`src/rtl/divisor16x8_pkg.sv`:
```
// Shared constants for the 16/8 restoring divider: operand widths and FSM state encoding.
package divisor16x8_pkg;

    localparam int N_W   = 16;
    localparam int D_W   = 8;
    localparam int Q_W   = 16;
    localparam int R_W   = 8;
    localparam int P_W   = 9;
    localparam int CNT_W = 4;

    localparam logic [1:0] IDLE = 2'b00;
    localparam logic [1:0] ITER = 2'b01;
    localparam logic [1:0] DONE = 2'b10;

endpackage

```
`src/rtl/divisor16x8_if.sv`:
```
// Start/done request bus of the divider; master issues operands, slave returns results.
interface divisor16x8_if;
    import divisor16x8_pkg::*;

    logic           start;
    logic [N_W-1:0] N;
    logic [D_W-1:0] D;
    logic           busy;
    logic           done;
    logic           dz;
    logic [Q_W-1:0] Q;
    logic [R_W-1:0] R;

    modport master (output start, N, D, input busy, done, dz, Q, R);
    modport slave  (input start, N, D, output busy, done, dz, Q, R);

endinterface

```
`src/rtl/divisor16x8_fd.sv`:
```
// Divider datapath: dividend shifter Nr, divisor Dr, partial remainder P, quotient Qr, counter.
module divisor16x8_fd
    import divisor16x8_pkg::*;
(
    input  logic           clk,
    input  logic           rst,
    input  logic           load,
    input  logic           iter,
    input  logic           d_zero,
    input  logic [N_W-1:0] n,
    input  logic [D_W-1:0] d,
    output logic [Q_W-1:0] q,
    output logic [R_W-1:0] r,
    output logic           dz,
    output logic           last
);

    logic [N_W-1:0]   nr_q, nr_d;
    logic [D_W-1:0]   dr_q;
    logic [P_W-1:0]   p_q, p_d, t, diff;
    logic [Q_W-1:0]   qr_q, qr_d;
    logic [CNT_W-1:0] cnt_q, cnt_d;
    logic             dz_d;
    logic             no_borrow;
    logic             step_en;
    logic             unused_p_msb;

    assign step_en = load | iter;
    assign t       = {p_q[7:0], nr_q[N_W-1]};

    somasub #(.W(P_W)) u_somasub (
        .a    (t),
        .b    ({1'b0, dr_q}),
        .sub  (1'b1),
        .y    (diff),
        .cout (no_borrow)
    );

    always_comb begin
        nr_d  = {nr_q[N_W-2:0], 1'b0};
        cnt_d = cnt_q + 4'd1;
        p_d   = no_borrow ? diff : t;
        qr_d  = {qr_q[Q_W-2:0], no_borrow};
        dz_d  = 1'b0;
        if (load) begin
            nr_d  = n;
            cnt_d = '0;
            // A zero divisor short-circuits straight to the saturated result.
            if (d_zero) begin
                p_d  = {1'b0, n[7:0]};
                qr_d = '1;
                dz_d = 1'b1;
            end else begin
                p_d  = '0;
                qr_d = '0;
            end
        end
    end

    registrador #(.W(N_W))   u_nr  (.clk(clk), .rst(rst), .en(step_en), .d(nr_d),  .q(nr_q));
    registrador #(.W(D_W))   u_dr  (.clk(clk), .rst(rst), .en(load),    .d(d),     .q(dr_q));
    registrador #(.W(P_W))   u_p   (.clk(clk), .rst(rst), .en(step_en), .d(p_d),   .q(p_q));
    registrador #(.W(Q_W))   u_qr  (.clk(clk), .rst(rst), .en(step_en), .d(qr_d),  .q(qr_q));
    registrador #(.W(CNT_W)) u_cnt (.clk(clk), .rst(rst), .en(step_en), .d(cnt_d), .q(cnt_q));
    registrador #(.W(1))     u_dz  (.clk(clk), .rst(rst), .en(load),    .d(dz_d),  .q(dz));

    // P < Dr keeps the top bit of P at zero; it exists only as headroom for T.
    assign unused_p_msb = p_q[P_W-1];

    assign q    = qr_q;
    assign r    = p_q[R_W-1:0];
    assign last = (cnt_q == 4'd15);

endmodule

```
`src/rtl/divisor16x8_uc.sv`:
```
// Divider control FSM: IDLE -> ITER x16 -> DONE, or IDLE -> DONE on a zero divisor.
module divisor16x8_uc
    import divisor16x8_pkg::*;
(
    input  logic clk,
    input  logic rst,
    input  logic start,
    input  logic d_zero,
    input  logic last,
    output logic load,
    output logic iter,
    output logic busy,
    output logic done
);

    logic [1:0] state_q, state_d;

    always_ff @(posedge clk or negedge rst) begin
        if (!rst) state_q <= IDLE;
        else      state_q <= state_d;
    end

    // NOTE: state_d gets a default before the case so no path through the block infers a latch.
    always_comb begin
        state_d = state_q;
        case (state_q)
            IDLE:    if (start) state_d = d_zero ? DONE : ITER;
            ITER:    if (last)  state_d = DONE;
            DONE:    state_d = IDLE;
            default: state_d = IDLE;
        endcase
    end

    assign load = (state_q == IDLE) && start;
    assign iter = (state_q == ITER);
    assign busy = (state_q != IDLE);
    assign done = (state_q == DONE);

endmodule

```
`src/rtl/registrador.sv`:
```
// Generic load-enabled register with asynchronous active-low clear.
module registrador #(
    parameter int W = 8
) (
    input  logic         clk,
    input  logic         rst,
    input  logic         en,
    input  logic [W-1:0] d,
    output logic [W-1:0] q
);

    // NOTE: state is written with <= so every register samples its inputs before any of them update.
    always_ff @(posedge clk or negedge rst) begin
        if (!rst)    q <= '0;
        else if (en) q <= d;
    end

endmodule

```
`src/rtl/somasub.sv`:
```
// Shared W-bit add/sub unit; with sub=1 computes a-b and cout=1 means no borrow.
module somasub #(
    parameter int W = 8
) (
    input  logic [W-1:0] a,
    input  logic [W-1:0] b,
    input  logic         sub,
    output logic [W-1:0] y,
    output logic         cout
);

    logic [W:0] sum;

    assign sum  = {1'b0, a} + {1'b0, b ^ {W{sub}}} + {{W{1'b0}}, sub};
    assign y    = sum[W-1:0];
    assign cout = sum[W];

endmodule

```
`src/rtl/divisor16x8.sv`:
```
// 16-bit by 8-bit sequential restoring divider, one quotient bit per clock.
module divisor16x8
    import divisor16x8_pkg::*;
(
    input  logic          clk,
    input  logic          rst,
    divisor16x8_if.slave  bus
);

    logic load, iter, last, d_zero;

    assign d_zero = (bus.D == '0);

    divisor16x8_uc u_uc (
        .clk    (clk),
        .rst    (rst),
        .start  (bus.start),
        .d_zero (d_zero),
        .last   (last),
        .load   (load),
        .iter   (iter),
        .busy   (bus.busy),
        .done   (bus.done)
    );

    divisor16x8_fd u_fd (
        .clk    (clk),
        .rst    (rst),
        .load   (load),
        .iter   (iter),
        .d_zero (d_zero),
        .n      (bus.N),
        .d      (bus.D),
        .q      (bus.Q),
        .r      (bus.R),
        .dz     (bus.dz),
        .last   (last)
    );

endmodule

```
`src/flat_wrapper.sv`:
```
// flat-port wrapper written by rule: the top's interface ports become plain ports
module divisor16x8_flat import divisor16x8_pkg::*;
  (clk, rst, bus_start, bus_N, bus_D, bus_busy, bus_done, bus_dz, bus_Q, bus_R);
  divisor16x8_if bus_i ();
  input  logic clk;
  input  logic rst;
  input wire logic [$bits(bus_i.start)-1:0] bus_start;
  input wire logic [$bits(bus_i.N)-1:0] bus_N;
  input wire logic [$bits(bus_i.D)-1:0] bus_D;
  output wire logic [$bits(bus_i.busy)-1:0] bus_busy;
  output wire logic [$bits(bus_i.done)-1:0] bus_done;
  output wire logic [$bits(bus_i.dz)-1:0] bus_dz;
  output wire logic [$bits(bus_i.Q)-1:0] bus_Q;
  output wire logic [$bits(bus_i.R)-1:0] bus_R;
  assign bus_i.start = bus_start;
  assign bus_i.N = bus_N;
  assign bus_i.D = bus_D;
  assign bus_busy = bus_i.busy;
  assign bus_done = bus_i.done;
  assign bus_dz = bus_i.dz;
  assign bus_Q = bus_i.Q;
  assign bus_R = bus_i.R;
  divisor16x8 u_core (.clk(clk), .rst(rst), .bus(bus_i));
endmodule
```
`config.mk`:
```
export PLATFORM = sky130hd
export DESIGN_NAME = divisor16x8_flat
export DESIGN_NICKNAME = d
export VERILOG_FILES = /design/src/rtl/divisor16x8_pkg.sv /design/src/rtl/divisor16x8_if.sv /design/src/rtl/divisor16x8_fd.sv /design/src/rtl/divisor16x8_uc.sv /design/src/rtl/registrador.sv /design/src/rtl/somasub.sv /design/src/rtl/divisor16x8.sv /design/src/flat_wrapper.sv
export SDC_FILE = /design/constraint.sdc
export NUM_CORES = 1
export LEC_CHECK = 0
export ABC_AREA = 1
export CAP_MARGIN = 25
export CORE_MARGIN = 2
export CORE_UTILIZATION = 53
export CTS_CLUSTER_DIAMETER = 80
export DETAILED_ROUTE_END_ITERATION = 16
export DONT_BUFFER_PORTS = 1
export HOLD_SLACK_MARGIN = 0.1
export PLACE_DENSITY = 0.81
export SYNTH_ARGS = -nofsm -noshare
export SYNTH_HDL_FRONTEND = slang
export SYNTH_HIERARCHICAL = 1
export SYNTH_SLANG_ARGS = --single-unit
```
`constraint.sdc`:
```
create_clock -name clk -period 1.9 [get_ports clk]
set_clock_uncertainty 0.05 [all_clocks]
set_input_delay 0.38 -clock clk [delete_from_list [all_inputs] [get_ports clk]]
set_output_delay 0.38 -clock clk [all_outputs]
set_load 0.05 [all_outputs]
```
Yosys cells after proc, flatten, opt, wreduce, memory -nomap -nowiden
Cells that the tools add are included.

Flip-flop bits (word level): 55. Input bits: 27. Output and inout bits: 27.

$add $sub $neg: 3. Equal/unequal tests: 5. Mux-type cells: 12. Bitwise gates (word level): 2. Reduce and logical (&&, ||, !) cells: 5.

Operators with widths (number): $mux W16 (3); $mux W8 (3); $add A10 B1 Y10 const B (1); $add A9 B9 Y10 (1); $not A8 Y9 (1); $logic_not A8 Y1 (1); $mux W2 (3); $add A4 B1 Y4 const B (1); $eq A4 B4 Y1 const B (1); $mux W4 (1); $pmux W2 S2 (1); $eq A2 B1 Y1 const B (1); $eq A2 B2 Y1 const B (1); $logic_not A2 Y1 (1); $ne A2 B1 Y1 const B (1); $ne A2 B2 Y1 const B (1); $reduce_and A2 Y1 (1); $reduce_bool A2 Y1 (1); $logic_and A1 B1 Y1 (1); $mux W1 (1); $or A1 B1 Y1 (1).

Longest topological paths before layout
Gate-level depths: netlist (run 1).

Word-level depth: 5. Mapped depth: 17. Mapped depth without buffers: 15.

Hierarchy
The synthesis (run 1) kept the hierarchy.

By module, submodules not included: registrador (u_core.u_fd.u_nr ...) (instances 2, cells each 68, area an instance 644.4 µm², seq. area each 400.4 µm²); divisor16x8_fd (instances 1, cells each 142, area an instance 583.1 µm², seq. area each 0.0 µm²); somasub (instances 1, cells each 90, area an instance 551.8 µm², seq. area each 0.0 µm²); registrador (u_core.u_fd.u_p) (instances 1, cells each 38, area an instance 341.6 µm², seq. area each 225.2 µm²); registrador (u_core.u_fd.u_dr) (instances 1, cells each 34, area an instance 305.3 µm², seq. area each 200.2 µm²); registrador (u_core.u_fd.u_cnt) (instances 1, cells each 17, area an instance 148.9 µm², seq. area each 100.1 µm²); divisor16x8_uc (instances 1, cells each 18, area an instance 118.9 µm², seq. area each 50.0 µm²); registrador (u_core.u_fd.u_dz) (instances 1, cells each 5, area an instance 40.0 µm², seq. area each 25.0 µm²); divisor16x8 (instances 1, cells each 7, area an instance 26.3 µm², seq. area each 0.0 µm²).

Least setup slack after synthesis (run 1)
OpenSTA, ideal clock, no wires.

Path type: reg2reg. Start: reg u_core.u_uc.state_q[1]. End: reg u_core.u_fd.u_qr.q[10]. Setup time: 0.119 ns. Arrival time: 2.018 ns. Data required time: 1.731 ns. Slack: -0.287 ns. Cell stages (with the launch flop): 11. Period minus slack after synthesis: 2.187 ns. Cells stage by stage: dfrtp_1 -> nor2_2 -> inv_1 -> nor2_1 -> buf_2 -> or2_2 -> buf_6 -> inv_6 -> buf_12 -> nand2_1 -> nand2_1.

Cells in the longest elaborated chain, start to end: 3. Elaborated cells on any way between the ends: 5. Those cells by class: 1 x eq/ne; 1 x mux; 1 x bitwise; 2 x reduce/logical.

RTL lines: from (decl) (RTL line divisor16x8_uc.sv:16) `logic [1:0] state_q, state_d;`; from (signal assigned) (RTL line divisor16x8_uc.sv:20) `else state_q <= state_d;`; $logic_not A2 Y1 (RTL line divisor16x8_uc.sv:34) `assign load = (state_q == IDLE) && start;`; $logic_and A1 B1 Y1 (RTL line divisor16x8_uc.sv:34); net u_core.load (RTL line divisor16x8.sv:10) `logic load, iter, last, d_zero;`; $or A1 B1 Y1 (RTL line divisor16x8_fd.sv:28) `assign step_en = load | iter;`; net u_core.u_fd.step_en (RTL line divisor16x8_fd.sv:25) `logic step_en;`; to (signal assigned) (RTL line registrador.sv:14) `if (!rst) q <= '0;`; to (signal assigned) (RTL line registrador.sv:15) `else if (en) q <= d;`; to (decl) (RTL line registrador.sv:9) `output logic [W-1:0] q`.

The timed path passes the listed nets, and every way through them passes these cells. A chain may end at the register's enable or synchronous reset.

Worst setup path after layout (run 1)
Start: reg u_core.u_fd.u_dr.q[2]. End: reg u_core.u_fd.u_p.q[5].

Cells in the longest elaborated chain, start to end: 5.

RTL lines: from (decl) (RTL line registrador.sv:9); from (signal assigned) (RTL line registrador.sv:14); from (signal assigned) (RTL line registrador.sv:15); $not A8 Y9 (no line); $add A9 B9 Y10 (RTL line somasub.sv:14) `assign sum = {1'b0, a} + {1'b0, b ^ {W{sub}}} + {{W{1'b0}}, sub};`; $add A10 B1 Y10 (RTL line somasub.sv:14); net u_core.u_fd.diff[5] (RTL line divisor16x8_fd.sv:20) `logic [P_W-1:0] p_q, p_d, t, diff;`; $mux W8 (RTL line divisor16x8_fd.sv:42) `p_d = no_borrow ? diff : t;`; $mux W8 (RTL line divisor16x8_fd.sv:45) `if (load) begin`; net u_core.u_fd.p_d[5] (RTL line divisor16x8_fd.sv:20); to (signal assigned) (RTL line registrador.sv:14); to (signal assigned) (RTL line registrador.sv:15); to (decl) (RTL line registrador.sv:9).

The timed path passes the listed nets, and every way through them passes these cells.

==> run_results.csv, run 1 <==
group,metric,value,unit
cts,cts_buffers,5,
detailed_routing,wl_met1,3020,um
sta,holdWs,0.127,ns
sta,fin_crit,1.99,ns
worst_setup_path,crit_top_cell,"nand2_1",
worst_setup_path,worstSetupPathType,"reg2reg",
worst_setup_path,slowest_stage,"dfrtp_2",
hold_path,whs_endpoint,"u_core/u_fd/u_dr/q[1]$_DFFE_PN0P_",
pwr,swShare,0.527,
worst_setup_path,required,2.06,ns
floorplan,die_w,83.1,um
synthesis,synth_area_per_cell,7.04,um2
synthesis,synth_cells,471,
sta,rsz0062_at_grt,"true",
status,status,"finished, violations left",
worst_setup_path,r2r_slack,-0.09,ns
floorplan,io_pins,54,
sta,slew_violations,0,
worst_setup_path,crit_buf_inv,1,
floorplan,die_height,83.1,um
finish,seq_area,1390,um2
worst_setup_path,crit_path_max_incr_delay,0.45,ns
detailed_routing,wl_met3,486,um
pwr,share_comb_of_total_power,0.586,
finish,final_common_cell,"nand2_1",
grt,grt_pass1_vias,2796,
sta,finalCritPeriodShare,1.05,
status,violations,"negative setup slack",
detailed_routing,firstDrtPassIters,5,
cts,clock_latency,0.32,ns
hold_path,hold_path_class,"in2reg",
floorplan,start_util,0.554,
pwr,p_clk_frac,0.088,
worst_setup_path,r2r-start,"u_core/u_fd/u_dr/q[2]$_DFFE_PN0P_",
finish,fillers,519,
pwr,leakagePower,2.20,nW
sta,worst_slack,-0.0946,ns
finish,final_cell_mix,"254 x nand2_1, 48 x dfrtp_1, 35 x buf_4, 24 x nor2_1, 22 x nand2_2",
hold_path,hold_depth,2,
place,dp.cells,561,
grt,antenna_found_initial,0,
sta,hold_violations,0,
place,io_buffers,0,
place,pre_cts_ws,-0.256,ns
cts,htree_levels,2,
cts,numClockSinks,55,
finish,multiInputGateArea,1830,um2
finish,drive_gt1_frac,0.232,
hold_path,hold_start,"bus_D[1]",
sta,fmax,501,MHz
place,place_congestion,0.832,
flow_run,drv_cap,0,
finish,nets,538,
pwr,total_power,7.83,mW
detailed_routing,routedWlPerCell,13.0,um
finish,area_growth,16.3,%
worst_setup_path,cp_cell_sequence,"xor2_4, ha_4, a21oi_2, nand2_2, nand2_2, nand2_2, buf_4, nand2_1, nand2_1, nor2_1, o21ai_1, nand2_1, nand2_1",
pwr,p_per_area,2030,nW/um2
worst_setup_path,timing.rr.end,"u_core/u_fd/u_p/q[5]$_DFFE_PN0P_",
detailed_routing,drc,0,
pwr,p_int,3.70,mW
pwr,ir_worst_vdd,1010,uV
worst_setup_path,cp_max_fo,2,
synthesis,syn_area,3320,um2
worst_setup_path,end_kind,"flop",
place,hpwl,5140,um
detailed_routing,drtIter0Drc,143,
worst_setup_path,worstPathArrival,2.15,ns
sta,setup_viol,8,
synthesis,ys_warn_count,6,
floorplan,die_area,6910,um2
detailed_routing,vias,2929,
finish,antenna_cells,0,
floorplan,rows,28,
pwr,pwr-share-seq,0.326,
grt,overflow,0,
cts,root_buffer,"clkbuf_8",
grt,track_usage,0.216,
detailed_routing,wl_met2,3770,um
pwr,p_sw,4.13,mW
detailed_routing,via_per_inst,5.09,
sta,worst_pin_slew,0.744,ns
synthesis,synthesis.nets,509,
worst_setup_path,crit_family,"simple AND/OR/NAND/NOR gates",
finish,instances_no_fill,576,
detailed_routing,drt-total-wl,7480,um
sta,slew_headroom,0.503,
grt,grt_max_degree,56,
floorplan,coreArea,5990,um2
detailed_routing,ant_nets,0,
cts,path_clk_slew,0.11,ns
cts,cts_tree,"done",
grt,grt_pass1_wl,12500,um
detailed_routing,highest_layer,"met4",
cts,clockBufferDepth,2,
worst_setup_path,startpoint_type,"flop",
worst_setup_path,ff2ff_path_depth,13,
## routing by layer
metal,GRT usage,vias up
met4,0.0864,0
met5,0,-
li1,-,1478
met1,0.268,1335
met3,0.0527,20
met2,0.362,96
## worst max path at each step
stage                                         endpoint  depth (start not counted)                          startpoint
floorplan           u_core/u_fd/u_qr/q[10]$_DFFE_PN0P_                         10  u_core/u_uc/state_q[1]$_DFFE_PN0P_
global placement      u_core/u_fd/u_p/q[7]$_DFFE_PN0P_                         15   u_core/u_fd/u_dr/q[2]$_DFFE_PN0P_
detailed placement    u_core/u_fd/u_p/q[1]$_DFFE_PN0P_                         14   u_core/u_fd/u_dr/q[2]$_DFFE_PN0P_
CTS                   u_core/u_fd/u_p/q[7]$_DFFE_PN0P_                         15   u_core/u_fd/u_dr/q[2]$_DFFE_PN0P_
global route          u_core/u_fd/u_p/q[5]$_DFFE_PN0P_                         15   u_core/u_fd/u_dr/q[2]$_DFFE_PN0P_
finish                u_core/u_fd/u_p/q[5]$_DFFE_PN0P_                         13   u_core/u_fd/u_dr/q[2]$_DFFE_PN0P_
## state kept, by name (all words and copies together) (netlist names)
| name | count |
|---|---|
| u_core/u_fd/u_qr/q | 16 |
| u_core/u_fd/u_nr/q | 16 |
| u_core/u_uc/state_q | 2 |
| u_core/u_fd/u_dz/q | 1 |
| u_core/u_fd/u_p/q | 8 |
| u_core/u_fd/u_dr/q | 8 |
| u_core/u_fd/u_cnt/q | 4 |
## worst reg2reg max path: cells and delay by family (launching register included)
family          cells  cell delay, ns
compound gates      2            0.22
xor+xnor            1            0.22
fa+ha+maj           1            0.23
buf+inv             1            0.13
flops               1            0.45
simple gates        8            0.59
## through the flow
stage                     area (um2)  setup TNS (ns)  utilization
after floorplan                 3410           -1.62            -
after global placement          3570           -1.45        0.596
after detailed placement        3570           -2.09        0.596
after CTS                       3770          -0.132        0.629
after global routing            3860           -1.46        0.644
final                           3860          -0.465        0.644
## layout make-up
cell class | instances | share of cell area
Tap cell | 75 | 0.0243
Clock buffer | 5 | 0.0178
Clock inverter | 3 | 0.00713
Sequential cell | 55 | 0.359
Timing Repair inverter | 1 | 0.00227
Inverter | 33 | 0.0376
Multi-Input combinational cell | 367 | 0.474
Timing Repair Buffer | 37 | 0.0778
## power groups by stage
stage | logic (mW) | clock network (mW) | registers (mW)
3_5_place_dp | 4.04 | 0 | 2.55
2_1_floorplan | 3.00 | 0 | 2.75
6_report | 4.59 | 0.690 | 2.55
4_1_cts | 4.26 | 0.705 | 2.54
5_1_grt | 5.09 | 0.759 | 2.62
3_3_place_gp | 3.86 | 0 | 2.54
## timing repair
item / 4_1_cts / 5_1_grt
endpoints found under the hold margin: 55 / 0
pin swaps: 8 / 11
hold buffers: 2 / 0
gates resized for setup: 13 / 18
setup buffers: 2 / 1
setup endpoints to repair: 9 / 9
gates cloned: 2 / 0
No activity file was read; power rests on OpenSTA's default activity.
==> inputs of run 2 (changes only) <==
Settings changed: CTS_CLUSTER_DIAMETER 80 to default.
==> results of run 2 <==
Same layout as run 1: the final DEF is identical, and so are final timing and power.
==> inputs of run 3 (changes only) <==
Settings changed: ABC_AREA 1 to default, MAX_ROUTING_LAYER from default to met4.
==> run 3 against run 2 <==
The run still ends with negative setup slack left; cell area rose by 7.9%; register-to-register slack got worse by 0.67 ns; clock power up 9.0%; maximum frequency shrank 25%; die area grew 3.2%; largest power group unchanged; combinational power increased by 12%; power is 8.0% higher; largest cell class unchanged; global-route usage fell by 1.2 points; final cell count fell by 30%; clock-buffer cell count is 2 higher; non-clock buffer count grew 18; utilization is 1.5 points higher.
==> run_results.csv, run 3 <==
group,metric,value,unit
status,status,"finished, violations left",
status,violations,"negative setup slack",
cts,path_clk_slew,0.09,ns
grt,antenna_found_initial,0,
sta,slew_violations,0,
cts,cts_buffers,5,
worst_setup_path,cp_max_fo,3,
worst_setup_path,startpoint_type,"flop",
finish,drive_gt1_frac,0.451,
finish,final_cell_mix,"63 x mux2_4, 52 x dfrtp_1, 41 x buf_4, 19 x inv_1, 16 x o21ai_0",
detailed_routing,drc,0,
detailed_routing,wl_met2,3750,um
place,io_buffers,0,
sta,rsz0062_at_grt,"true",
worst_setup_path,worstSetupPathType,"reg2reg",
grt,overflow,0,
sta,worst_pin_slew,0.534,ns
grt,grt_max_degree,56,
sta,finalCritPeriodShare,1.40,
finish,fillers,466,
detailed_routing,drtIter0Drc,82,
cts,htree_levels,2,
hold_path,hold_path_class,"in2reg",
synthesis,synth_cells,277,
grt,track_usage,0.204,
cts,clock_latency,0.30,ns
detailed_routing,wl_met1,3180,um
pwr,p_per_area,2030,nW/um2
floorplan,rows,29,
floorplan,io_pins,54,
sta,fmax,375,MHz
floorplan,coreArea,6310,um2
cts,clockBufferDepth,2,
sta,setup_viol,9,
sta,slew_headroom,0.644,
sta,hold_violations,0,
pwr,total_power,8.45,mW
pwr,leakagePower,2.03,nW
finish,antenna_cells,0,
detailed_routing,highest_layer,"met4",
synthesis,synthesis.nets,315,
grt,grt_pass1_wl,11300,um
place,hpwl,5040,um
finish,multiInputGateArea,1930,um2
floorplan,die_w,84.4,um
sta,fin_setup_tns,-5.94,ns
worst_setup_path,required,2.09,ns
worst_setup_path,r2r_slack,-0.77,ns
finish,final_common_cell,"mux2_4",
grt,grt_pass1_vias,2336,
flow_run,drv_cap,0,
floorplan,start_util,0.543,
cts,numClockSinks,55,
sta,fin_crit,2.67,ns
worst_setup_path,end_kind,"flop",
cts,cts_tree,"done",
synthesis,syn_area,3430,um2
detailed_routing,routedWlPerCell,18.3,um
cts,root_buffer,"clkbuf_8",
synthesis,ys_warn_count,6,
detailed_routing,drt-total-wl,7350,um
floorplan,die_area,7130,um2
detailed_routing,vias,2210,
floorplan,die_height,84.4,um
detailed_routing,firstDrtPassIters,4,
synthesis,synth_area_per_cell,12.4,um2
place,place_congestion,0.898,
detailed_routing,via_per_inst,5.51,
sta,worst_slack,-0.767,ns
pwr,ir_worst_vdd,1050,uV
finish,seq_area,1380,um2
worst_setup_path,worstPathArrival,2.86,ns
finish,reg_top3,"u_core/u_fd/u_nr/q x16, u_core/u_fd/u_qr/q x16",
detailed_routing,ant_nets,0,
finish,area_growth,21.4,%
detailed_routing,wl_met3,332,um
finish,nets,361,
==> run 3: final cells by class <==
type / instances / area share
timing repair buffer: 55 / 0.139
sequential: 55 / 0.332
inverter: 20 / 0.0180
multi-input combinational: 186 / 0.463
clock inverter: 1 / 0.00721
clock buffer: 7 / 0.0183
tap: 77 / 0.0231
==> run 3: final timing paths <==
check                                              startpoint                                 end  cells past startpoint
max                         u_core/u_fd/u_dr/q[2]$_DFFE_PN0P_    u_core/u_fd/u_p/q[7]$_DFFE_PN0P_                     10
min                                                  bus_D[2]   u_core/u_fd/u_dr/q[2]$_DFFE_PN0P_                      1
max reg2reg                 u_core/u_fd/u_dr/q[2]$_DFFE_PN0P_    u_core/u_fd/u_p/q[7]$_DFFE_PN0P_                     10
min reg2reg                u_core/u_fd/u_nr/q[14]$_DFFE_PN0P_  u_core/u_fd/u_nr/q[14]$_DFFE_PN0P_                      1
max in group asynchronous                                 rst    u_core/u_fd/u_p/q[2]$_DFFE_PN0P_                      2
min in group asynchronous                                 rst  u_core/u_fd/u_qr/q[10]$_DFFE_PN0P_                      2
==> run 3: power by group <==
part	leakage (nW)	internal, mW	switching [mW]
logic	1.27	2.93	2.22
registers	0.703	1.68	0.881
clock network	0.0524	0.395	0.357
==> run 3: critical path, cell delays in order, from the launching register on <==
cell and delay (ns):
dfrtp_1 0.43, xor2_2 0.21, ha_4 0.24, a2111o_1 0.37, a31o_4 0.21, buf_4 0.14
a2111oi_0 0.40, or4_1 0.18, mux2i_1 0.06, o21ai_1 0.15, mux2_4 0.16
==> run 3: metrics by stage <==
step / setup WS (ns) / util / hold slack [ns] / cell area [um2] / instances
after floorplan: -0.690 / - / 0.0344 / 3510 / 277
after global placement: -0.712 / 0.607 / 0.0353 / 3830 / 384
after detailed placement: -0.777 / 0.607 / 0.0352 / 3830 / 384
after CTS: -0.753 / 0.636 / 0.155 / 4020 / 394
after global routing: -0.929 / 0.659 / 0.147 / 4160 / 401
final: -0.767 / 0.659 / 0.168 / 4160 / 401
==> run 3: routing by layer <==
| layer | up-vias | global-route usage |
|---|---|---|
| met3 | 11 | 0.0433 |
| met5 | - | - |
| li1 | 1054 | - |
| met1 | 1098 | 0.242 |
| met4 | 0 | 0.0722 |
| met2 | 47 | 0.346 |
==> run 3: timing repair <==
action | 4_1_cts | 5_1_grt
endpoints found under the setup margin | 9 | 23
resized for setup | 8 | 3
pin swaps | 4 | 3
setup buffers | 0 | 3
endpoints found under the hold margin | 55 | 0
hold buffers | 2 | 0
cloned | 0 | 4
